## src/rtl/div_pkg.sv

```systemverilog
// Shared widths, shift count and FSM encoding for the divider-result BCD converter.
package div_pkg;

  localparam int QW        = 8;
  localparam int RW        = 7;
  localparam int BCD_W     = 12;
  localparam int NDIG      = BCD_W / 4;
  localparam int SHIFT_CNT = 8;
  localparam int CNT_W     = $clog2(SHIFT_CNT);

  typedef enum logic [1:0] {
    IDLE  = 2'b00,
    SHIFT = 2'b01,
    DONE  = 2'b10
  } state_t;

endpackage

```

## src/rtl/bcd_adj3.sv

```systemverilog
// Double-dabble digit correction: one BCD digit, add 3 when the digit is 5 or more.
module bcd_adj3 (
  input  logic [3:0] digit_i,
  output logic [3:0] digit_o
);

  assign digit_o = (digit_i >= 4'd5) ? (digit_i + 4'd3) : digit_i;

endmodule

```

## src/rtl/div_bcd_out.sv

```systemverilog
// Converts a divider's quotient/remainder to 3-digit BCD by serial double-dabble.
// Remainder conversion is built only when DIV_BCD_REM_EN is defined; otherwise r_bcd reads 0.
module div_bcd_out
  import div_pkg::*;
(
  input  logic             clk,
  input  logic             reset,
  input  logic [QW-1:0]    quotient,
  input  logic [RW-1:0]    remainder,
  input  logic             valid,
  input  logic             ack,
  output logic [BCD_W-1:0] q_bcd,
  output logic [BCD_W-1:0] r_bcd,
  output logic             busy,
  output logic             done,
  output logic             missed
);

  state_t           state_q, state_d;
  logic             valid_dly_q;
  logic [CNT_W-1:0] cnt_q, cnt_d;
  logic             missed_q, missed_d;
  logic             capture;
  logic             load_ops;
  logic             shift_en;
  logic             finish;

  logic [QW-1:0]    q_bin_q, q_bin_d;
  logic [BCD_W-1:0] q_acc_q, q_acc_d;
  logic [BCD_W-1:0] q_bcd_q, q_bcd_d;
  logic [BCD_W-1:0] q_adj;
  logic [BCD_W-1:0] q_shift;

  // A level-high valid produces a single capture on its rising edge.
  assign capture = valid & ~valid_dly_q;

  always_comb begin
    state_d  = state_q;
    cnt_d    = cnt_q;
    missed_d = missed_q;
    load_ops = 1'b0;
    shift_en = 1'b0;
    finish   = 1'b0;
    case (state_q)
      IDLE: begin
        if (capture) begin
          load_ops = 1'b1;
          cnt_d    = '0;
          state_d  = SHIFT;
        end
      end
      SHIFT: begin
        shift_en = 1'b1;
        cnt_d    = cnt_q + CNT_W'(1);
        if (capture) begin
          missed_d = 1'b1;
        end
        if (cnt_q == CNT_W'(SHIFT_CNT - 1)) begin
          finish  = 1'b1;
          state_d = DONE;
        end
      end
      DONE: begin
        if (capture) begin
          load_ops = 1'b1;
          cnt_d    = '0;
          state_d  = SHIFT;
        end else if (ack) begin
          missed_d = 1'b0;
          state_d  = IDLE;
        end
      end
      default: begin
        state_d = IDLE;
        cnt_d   = '0;
      end
    endcase
  end

  for (genvar gi = 0; gi < NDIG; gi++) begin : g_q_adj
    bcd_adj3 u_q_adj (
      .digit_i (q_acc_q[gi*4 +: 4]),
      .digit_o (q_adj[gi*4 +: 4])
    );
  end

  assign q_shift = {q_adj[BCD_W-2:0], q_bin_q[QW-1]};

  // Visible result changes only when a conversion completes.
  always_comb begin
    q_bin_d = q_bin_q;
    q_acc_d = q_acc_q;
    q_bcd_d = q_bcd_q;
    if (load_ops) begin
      q_bin_d = quotient;
      q_acc_d = '0;
    end else if (shift_en) begin
      q_bin_d = {q_bin_q[QW-2:0], 1'b0};
      q_acc_d = q_shift;
      if (finish) begin
        q_bcd_d = q_shift;
      end
    end
  end

  always_ff @(posedge clk or negedge reset) begin
    if (!reset) begin
      state_q     <= IDLE;
      valid_dly_q <= 1'b0;
      cnt_q       <= '0;
      missed_q    <= 1'b0;
      q_bin_q     <= '0;
      q_acc_q     <= '0;
      q_bcd_q     <= '0;
    end else begin
      state_q     <= state_d;
      valid_dly_q <= valid;
      cnt_q       <= cnt_d;
      missed_q    <= missed_d;
      q_bin_q     <= q_bin_d;
      q_acc_q     <= q_acc_d;
      q_bcd_q     <= q_bcd_d;
    end
  end

`ifdef DIV_BCD_REM_EN
  logic [QW-1:0]    r_bin_q, r_bin_d;
  logic [BCD_W-1:0] r_acc_q, r_acc_d;
  logic [BCD_W-1:0] r_bcd_q, r_bcd_d;
  logic [BCD_W-1:0] r_adj;
  logic [BCD_W-1:0] r_shift;

  for (genvar gi = 0; gi < NDIG; gi++) begin : g_r_adj
    bcd_adj3 u_r_adj (
      .digit_i (r_acc_q[gi*4 +: 4]),
      .digit_o (r_adj[gi*4 +: 4])
    );
  end

  assign r_shift = {r_adj[BCD_W-2:0], r_bin_q[QW-1]};

  always_comb begin
    r_bin_d = r_bin_q;
    r_acc_d = r_acc_q;
    r_bcd_d = r_bcd_q;
    if (load_ops) begin
      r_bin_d = {{(QW-RW){1'b0}}, remainder};
      r_acc_d = '0;
    end else if (shift_en) begin
      r_bin_d = {r_bin_q[QW-2:0], 1'b0};
      r_acc_d = r_shift;
      if (finish) begin
        r_bcd_d = r_shift;
      end
    end
  end

  always_ff @(posedge clk or negedge reset) begin
    if (!reset) begin
      r_bin_q <= '0;
      r_acc_q <= '0;
      r_bcd_q <= '0;
    end else begin
      r_bin_q <= r_bin_d;
      r_acc_q <= r_acc_d;
      r_bcd_q <= r_bcd_d;
    end
  end

  assign r_bcd = r_bcd_q;
`else
  logic unused_rem;
  assign unused_rem = ^remainder;
  assign r_bcd      = '0;
`endif

  assign q_bcd  = q_bcd_q;
  assign busy   = (state_q == SHIFT);
  assign done   = (state_q == DONE);
  assign missed = missed_q;

endmodule
```

## config.mk

```make
export PLATFORM = sky130hd
export DESIGN_NAME = div_bcd_out
export DESIGN_NICKNAME = d
export VERILOG_FILES = /design/src/rtl/div_pkg.sv /design/src/rtl/bcd_adj3.sv /design/src/rtl/div_bcd_out.sv
export SDC_FILE = /design/constraint.sdc
export NUM_CORES = 1
export LEC_CHECK = 0
export BUFFER_PORTS_ARGS = -buffer_cell sky130_fd_sc_hd__clkbuf_2
export CAP_MARGIN = 20
export CORE_UTILIZATION = 50
export CTS_CLUSTER_DIAMETER = 100
export DETAILED_ROUTE_END_ITERATION = 7
export PLACE_DENSITY = 0.84
export SETUP_SLACK_MARGIN = 0.4
export SYNTH_ARGS = -nofsm -noshare
export SYNTH_HDL_FRONTEND = slang
export SYNTH_SLANG_ARGS = --single-unit
```

## constraint.sdc

```tcl
create_clock -name clk -period 1.7 [get_ports clk]
set_clock_uncertainty 0.05 [all_clocks]
set_input_delay 0 -clock clk [delete_from_list [all_inputs] [get_ports clk]]
set_output_delay 0 -clock clk [all_outputs]
set_load 0.05 [all_outputs]
```

* Word-level counts from Yosys, hierarchy flattened
Cells that the tools add are included.
Widths: inputs -> output; s select.
** Operators by class
- $add $sub $neg :: 4
- $lt $le $gt $ge :: 3
- Eq/ne operators :: 10
- Mux-type cells :: 23
- Bitwise gates (word level) :: 3
- Reduce and logical (&&, ||, !) cells :: 7
** Operators with widths (number)
- $mux 12 :: 2
- $mux 8 :: 2
- $ge 4x3->1 const B :: 3
- $add 4x2->4 const B :: 2
- $mux 1 :: 8
- $mux 2 :: 4
- $mux 4 :: 2
- $mux 3 :: 2
- $ne 2x1->1 const B :: 3
- $ne 2x2->1 const B :: 3
- $pmux 2 s3 :: 1
- $pmux 3 s2 :: 1
- $reduce_and 3->1 :: 2
- $reduce_and 4->1 :: 1
- $reduce_bool 2->1 :: 2
- $add 3x1->3 const B :: 1
- $add 3x2->3 const B :: 1
- $eq 3x3->1 const B :: 1
- $ne 3x2->1 const B :: 1
- $eq 2x1->1 const B :: 1
- $eq 2x2->1 const B :: 1
- $logic_not 2->1 :: 1
- $not 1->1 :: 2
- $pmux 1 s2 :: 1
- other kinds (2) :: 2
** Storage, ports and cells
- Bits in registers :: 39
- Input bits :: 19
- Output and inout port bits :: 27
- Logic and storage cells :: 57

* Logic depth before layout (Yosys ltp)
Gate-level depths: netlist of the first run.
- Depth in word-level cells :: 6
- Depth in mapped cells :: 7
- Depth with buffers taken out :: 6

* By module
A second synthesis of the first run with hierarchy kept.
** Unflattened totals
- Cells, all modules :: 203
- Area total of the unflattened synthesis :: 2011.9 um^2
** By module, submodules not included
- div_bcd_out :: instances 1, cells each 155, area an instance 1707.9 um^2, seq. area each 975.9 um^2
- bcd_adj3 :: instances 3, cells each 16, area an instance 101.3 um^2, seq. area each 0.0 um^2

* Least setup slack after synthesis of the first run
OpenSTA, ideal clock, no wires.
- Kind :: reg2reg
- Start point :: register q_acc_q[0]
- End point :: register q_bcd_q[2] (netlist: q_bcd[2])
- Library setup time :: 0.125 ns
- Arrival time :: 1.362 ns
- Data required time :: 1.525 ns
- Slack :: 0.163 ns
- Stages on the path, launching flop included :: 7
- Path buffers :: 0
- Clock period less this slack :: 1.537 ns
- Cells stage by stage :: dfrtp_1 inv_1 ha_1 nand2b_1 a21oi_1 mux2i_1 mux2_4
** Between the ends
- Longest elaborated chain between the ends :: 2
- Elaborated cells on any way between the ends :: 3
- Those cells by class :: add/sub: 1; order compare: 1; mux: 1
** RTL lines
- start, declared :: RTL line div_bcd_out.sv:29 : logic [BCD_W-1:0] q_acc_q, q_acc_d;
- start signal, assigned :: RTL line div_bcd_out.sv:121 : q_acc_q <= q_acc_d;
- $add 4x2->4 / $ge 4x3->1 (equally long branches) :: RTL line bcd_adj3.sv:7 : assign digit_o = (digit_i >= 4'd5) ? (digit_i + 4'd3) : digit_i;
- $mux 4 (*) :: RTL line bcd_adj3.sv:7
- end signal, assigned :: RTL line div_bcd_out.sv:122 : q_bcd_q <= q_bcd_d;
- end, declared :: RTL line div_bcd_out.sv:30 : logic [BCD_W-1:0] q_bcd_q, q_bcd_d;
Mark *: on every way between the ends. The rest lies on a longest branch, timed or not.
A chain may end at the register's enable or synchronous reset.

* Worst setup path in the final report of the first run
- Start point :: register q_acc_q[9]
- End point :: register q_bcd_q[10] (netlist: q_bcd[10])
** Between the ends
- Longest elaborated chain between the ends :: 2
- Elaborated cells on any way between the ends :: 3
- Those cells by class :: add/sub: 1; order compare: 1; mux: 1
** RTL lines (RTL line)
- $ge 4x3->1 / $add 3x2->3 (equally long branches) :: bcd_adj3.sv:7
- $mux 3 (*) :: bcd_adj3.sv:7
Marks and branches as above.

==> metrics.txt, run 1 <==
final core area utilization=81.9%; clk sink count=39; DRT Pass-1 Iters=4; Leakage=1.48 nW; Max-Cap Viols=0; non-filler cells, final=310; CTS tree=done; CP Class=flop to flop; switching share of power=45.8%; I/O Pins=46; Worst Tran Pin Value=847 ps; H-tree Lvls=2; critical path required time=1900 ps; grt met1 use=28.6%; vias per cell=5.48; Highest Clock Rate=643 MHz; sequential-to-total area share from yosys stat=49.9%; Reg2Reg Depth=6; Post-synth top flop=dfrtp_1; # setup viols final=0; area share of the largest cell type after synthesis=49.9%; largest net degree at the start of global routing=34; routed length per placed instance=18.6 um; Die Wd=64.6 um; post-route ant nets=0; Die ar.=4170 sq um; leading area contributor after synthesis=dfrtp_1; Power Dens Cells=2160 nW/um^2; RR Endpoint=q_bcd[10]; Overall Global Routing Usage=26.2%; initial antenna violation count=0; Cell Area, Synth=1960 sq um; Final Hold Fails=0; P_int=3.56 mW; core area=3720 sq um; async set-or-reset flop fraction in the synthesized netlist=100%; Worst setup EP type=flop; Synthesis Warnings=0; R2R Setup Slk=150 ps; Peak VDD IR=1000 uV; Reg-to-Reg Start=q_acc_q[9]; Post-synth top cells=dfrtp_1, nand2_1, buf_4, a21oi_1, o21ai_0; Starting Density=52.7%; final WL=5780 um; setup TNS=0 ps; dpl cells=257; vias in the first global route=1693; Diodes inserted=0; Critical Path End=q_bcd[10]; final critical-path required period=1550 ps; Clk pwr share=9.9%; top-count cell post-synth=dfrtp_1; RSZ-0062 raised after global routing=true; root buf cell=clkbuf_8; crit-path max FO=3; Area Overhead vs Synth=55.4%; dominant cells by area after synthesis=dfrtp_1, nand2_1, mux2_4; crit share post-route=91.4%; grt ovf=0; Post-synth EDFFs=0; layout cells sized above 1=54.2%; Reg clk slew, reported paths=80 ps; via count=1698; #FFs+latches synth=39; nature of the critical path startpoint=flop; post-synthesis cell type count=30; fin. max-slew vios=0; Worst EP arrival=1750 ps; Sequential Power Share=27.0%; dpl hpwl=2370 um; Placer Congestion=0.774; Port Buf Inserts=26; Rows=22; die height=64.6 um; CTS Buffer Depth=2; status=finished, final reports clean; grt met3 use=6.87%; mean post-synth cell area=10.6 sq um; Logic pwr share=63.1%; GRT busiest layer=met2; GRT met2 Usage=47.8%; nets=289; Worst Hold Class=input port to asynchronous set/reset pin; worst setup path start=q_acc_q[9]; global-route wire length before repair=8000 um; Worst-Skew Late Latency=300 ps; Num CTS Buffers=5; Mapped Cells=184; Iter 0 DRT Violations=97; Rel. slew slack=43.6%; Switch Pwr=3.01 mW; Post-route DRC=0
-- flip-flops by register name, summed over array words and instances, names as in the netlist --
signal / flops
cnt_q: 3
missed: 1
q_acc_q: 12
q_bcd: 12
q_bin_q: 8
state_q: 2
valid_dly_q: 1
-- worst min path at each step --
| stage | start | endpoint | slack (ps) | cells past startpoint |
|---|---|---|---|---|
| 3_3_place_gp | reset | q_bcd[11] | 70 | 1 |
| 4_1_cts | reset | q_bcd[9] | 280 | 2 |
| 5_1_grt | reset | q_bcd[11] | 340 | 2 |
| 3_5_place_dp | reset | q_bcd[9] | 80 | 1 |
| 2_1_floorplan | reset | cnt_q[0] | -350 | 0 |
| 6_report | reset | q_bcd[11] | 290 | 2 |
-- metrics by stage --
stage	hold slack, ps	setup slack, ps	power, mW	cell area (sq um)
6_report	286	146	6.56	3040
5_1_grt	340	99.5	6.89	3040
4_1_cts	284	220	5.47	2680
3_5_place_dp	75.6	127	4.02	2130
3_3_place_gp	71.6	172	3.94	2130
2_1_floorplan	-346	252	3.52	2020
-- final cells by class --
type                    instances  area, sq um
well taps                      48         60.1
flip-flops and latches         39          980
inverters                       7         33.8
multi-input cells             132         1210
clock inverters                 1         5.00
clock buffers                   6         82.6
fillers                       218          674
repair buffers                 77          668
-- logic make-up after synthesis --
kind of cell             Yosys count  synth area share [%]
AO/OA/AOI/OAI                     42                  13.2
XOR/XNOR                           3                  1.34
adder cells (fa/ha/maj)            8                  5.12
buffers and inverters             25                  8.50
flip-flops                        39                  49.9
multiplexers                      10                  6.91
other                              1                 0.192
AND/OR/NAND/NOR                   56                  14.8
-- cells in the final DEF (no fill, tap or decap), types with 4 or more instances in the layout --
cell type	synthesis	routed
a21oi_1	10	5
a22o_1	6	6
a22oi_1	7	7
buf_4	13	27
buf_6	2	6
clkbuf_2	0	24
clkbuf_8	0	6
conb_1	1	12
dfrtp_1	39	36
dlygate4sd3_1	0	11
ha_4	0	7
inv_2	0	6
mux2_4	7	7
nand2_1	33	21
nand2_2	0	6
nand2_4	0	7
nand2b_4	0	4
o21ai_1	6	7
o21ai_2	0	5
-- power groups by stage --
stage | logic, mW | clock network (mW) | registers, mW
5_1_grt | 4.37 | 0.704 | 1.82
3_3_place_gp | 2.32 | 0 | 1.62
3_5_place_dp | 2.38 | 0 | 1.64
4_1_cts | 3.15 | 0.657 | 1.66
6_report | 4.14 | 0.649 | 1.77
2_1_floorplan | 1.49 | 0 | 2.03
-- critical path, cell delays in order, from the launching register on --
cell and delay [ps]:
dfrtp_1 390, inv_2 90, ha_4 160, nand2b_4 140, a21oi_4 200, mux2i_2 290
mux2_4 190
-- metal layers --
metal,share of wire (%),vias to the layer above,routed length (um)
li1,-,762,-
met1,39,860,2230
met2,55,64,3190
met3,4.2,12,243
met4,2.0,0,116
met5,0,-,0
-- timing repair --
item                                    in CTS  in global routing
pin swaps                                    9                 27
hold buffers                                11                  0
endpoints found under the hold margin       43                  0
buffers inserted                            22                  9
resized for setup                           40                 55
endpoints found under the setup margin      31                 35
gates cloned                                 1                  3
(Power assumes the default switching activity.)
==> run 2: changes to the inputs <==
--- a/config.mk
+++ b/config.mk
@@ -7,7 +7,9 @@
 export LEC_CHECK = 0
 export BUFFER_PORTS_ARGS = -buffer_cell sky130_fd_sc_hd__clkbuf_2
 export CAP_MARGIN = 20
-export CORE_UTILIZATION = 50
+export CELL_PAD_IN_SITES_DETAIL_PLACEMENT = 1
+export CELL_PAD_IN_SITES_GLOBAL_PLACEMENT = 1
+export CORE_UTILIZATION = 37
 export CTS_CLUSTER_DIAMETER = 100
 export DETAILED_ROUTE_END_ITERATION = 7
 export PLACE_DENSITY = 0.84
==> constraint.sdc (replaced) <==
create_clock -name clk -period 1.31 [get_ports clk]
set_clock_uncertainty 0.05 [all_clocks]
set_input_delay 0 -clock clk [delete_from_list [all_inputs] [get_ports clk]]
set_output_delay 0 -clock clk [all_outputs]
set_load 0.05 [all_outputs]
==> run 2 against run 1 <==
Setup slack worse by 420 ps. Sequential share of layout area is 4.5 points lower. Critical path depth is 1 lower. Final cell count is 13% higher. Non-clock buffer count is 19 higher. Largest power group unchanged. Highest routed layer unchanged. The run now ends with negative setup slack left. Count of clock-buffer cells in the layout stayed put.
==> metrics.txt, run 2 (synthesis gave the netlist of run 1 again) <==
initial antenna violation count=0; failing checks=negative setup slack; Starting Density=38.3%; Power Dens Cells=2860 nW/um^2; Tot Pwr=10.1 mW; GRT met2 Usage=43.9%; Post-route DRC=0; Peak VDD IR=1490 uV; die height=74.7 um; Worst EP arrival=1770 ps; setup TNS=-4410 ps; grt met3 use=5.62%; CP Class=flop to flop; H-tree Lvls=2; Num CTS Buffers=5; via count=1797; vias in the first global route=1877; GRT busiest layer=met2; Rows=26; Highest Clock Rate=633 MHz; dpl hpwl=3020 um; final critical-path required period=1580 ps; nature of the critical path startpoint=flop; Final Hold Fails=0; core area=5110 sq um; Max-Cap Viols=0; crit share post-route=121%; clk sink count=39; Die ar.=5580 sq um; sequential cell area=982 sq um; routed length per placed instance=22.4 um; Worst-Skew Late Latency=310 ps; crit-path max FO=4; fin. max-slew vios=0; DRT Pass-1 Iters=4; Placer Congestion=0.780; Reg clk slew, reported paths=80 ps; Worst Tran Pin Value=517 ps; multi-input combinational cell area=1300 sq um; most common cell after layout, fill and taps aside=dfrtp_1; global-route wire length before repair=9850 um; # setup viols final=32; critical path required time=1500 ps; vias per cell=5.12; I/O Pins=46; post-route ant nets=0; most frequent cells in the layout=dfrtp_1, buf_4, buf_6; grt met1 use=29.2%; fin worst setup slack=-271 ps; layout cells sized above 1=66.2%; Worst Hold Class=input port to flop; status=finished, violations left; FILL cells=491; RSZ-0062 raised after global routing=true; Rel. slew slack=65.6%; placed cell areas=2330 sq um; final instance area=3540 sq um; grt ovf=0; Placement Setup Slack=-232 ps; CTS Buffer Depth=2; Die Wd=74.7 um; nets=307; largest net degree at the start of global routing=40; Worst setup EP type=flop; Leakage=1.69 nW; Port Buf Inserts=26; Diodes inserted=0; Iter 0 DRT Violations=115; Overall Global Routing Usage=25.0%; root buf cell=clkbuf_8; final WL=7860 um; Area Overhead vs Synth=81.0%; CTS tree=done
-- run 2: final timing paths --
kind                            start          end  slack, ps  cells past startpoint
max                        q_acc_q[8]  q_acc_q[10]       -270                      5
min in group asynchronous       reset    q_bcd[11]        280                      3
max in group asynchronous       reset   state_q[0]        550                      3
max reg2reg                q_acc_q[8]  q_acc_q[10]       -270                      5
min reg2reg                  q_bcd[4]     q_bcd[4]        490                      2
min                             valid     cnt_q[0]        160                      5
-- run 2: cell type report --
| cell class | instances | area share [%] |
|---|---|---|
| Timing Repair Buffer | 96 | 28.9 |
| Inverter | 7 | 0.954 |
| Clock inverter | 2 | 0.989 |
| Tap cell | 70 | 2.47 |
| Clock buffer | 6 | 2.33 |
| Multi-Input combinational cell | 131 | 36.6 |
| Sequential cell | 39 | 27.7 |
-- run 2: worst max-delay path, stage by stage, from the launching register on --
cell,delay (ps)
dfrtp_2,450
ha_2,210
nand2b_4,150
a21oi_4,180
mux2i_2,280
a22o_1,190
-- run 2: power breakdown --
| part | leakage, nW | switching [mW] | internal [mW] |
|---|---|---|---|
| clock network | 0.0612 | 0.464 | 0.617 |
| logic | 1.14 | 3.35 | 3.35 |
| registers | 0.491 | 0.649 | 1.71 |
| total | 1.69 | 4.47 | 5.68 |
-- run 2: repair_timing --
action | in CTS | in global routing
hold buffers | 11 | 0
setup buffers | 19 | 12
gates cloned | 3 | 1
pin swaps | 18 | 16
endpoints found under the setup margin | 53 | 53
hold endpoints to repair | 51 | 0
resized for setup | 109 | 64
-- run 2: stage by stage --
step / utilization (%) / instances / hold slack, ps
floorplan: - / 195 / -346
global placement: 45.6 / 297 / 40.1
detailed placement: 45.6 / 297 / 42.3
CTS: 63.0 / 338 / 121
global route: 69.4 / 351 / 181
finish: 69.4 / 351 / 161
-- run 2: metal layers --
metal  share of wire (%)  up-vias
met5                   0        -
met4                 3.1        0
met3                 3.1       19
met2                  57       57
met1                  36      913
li1                    -      808
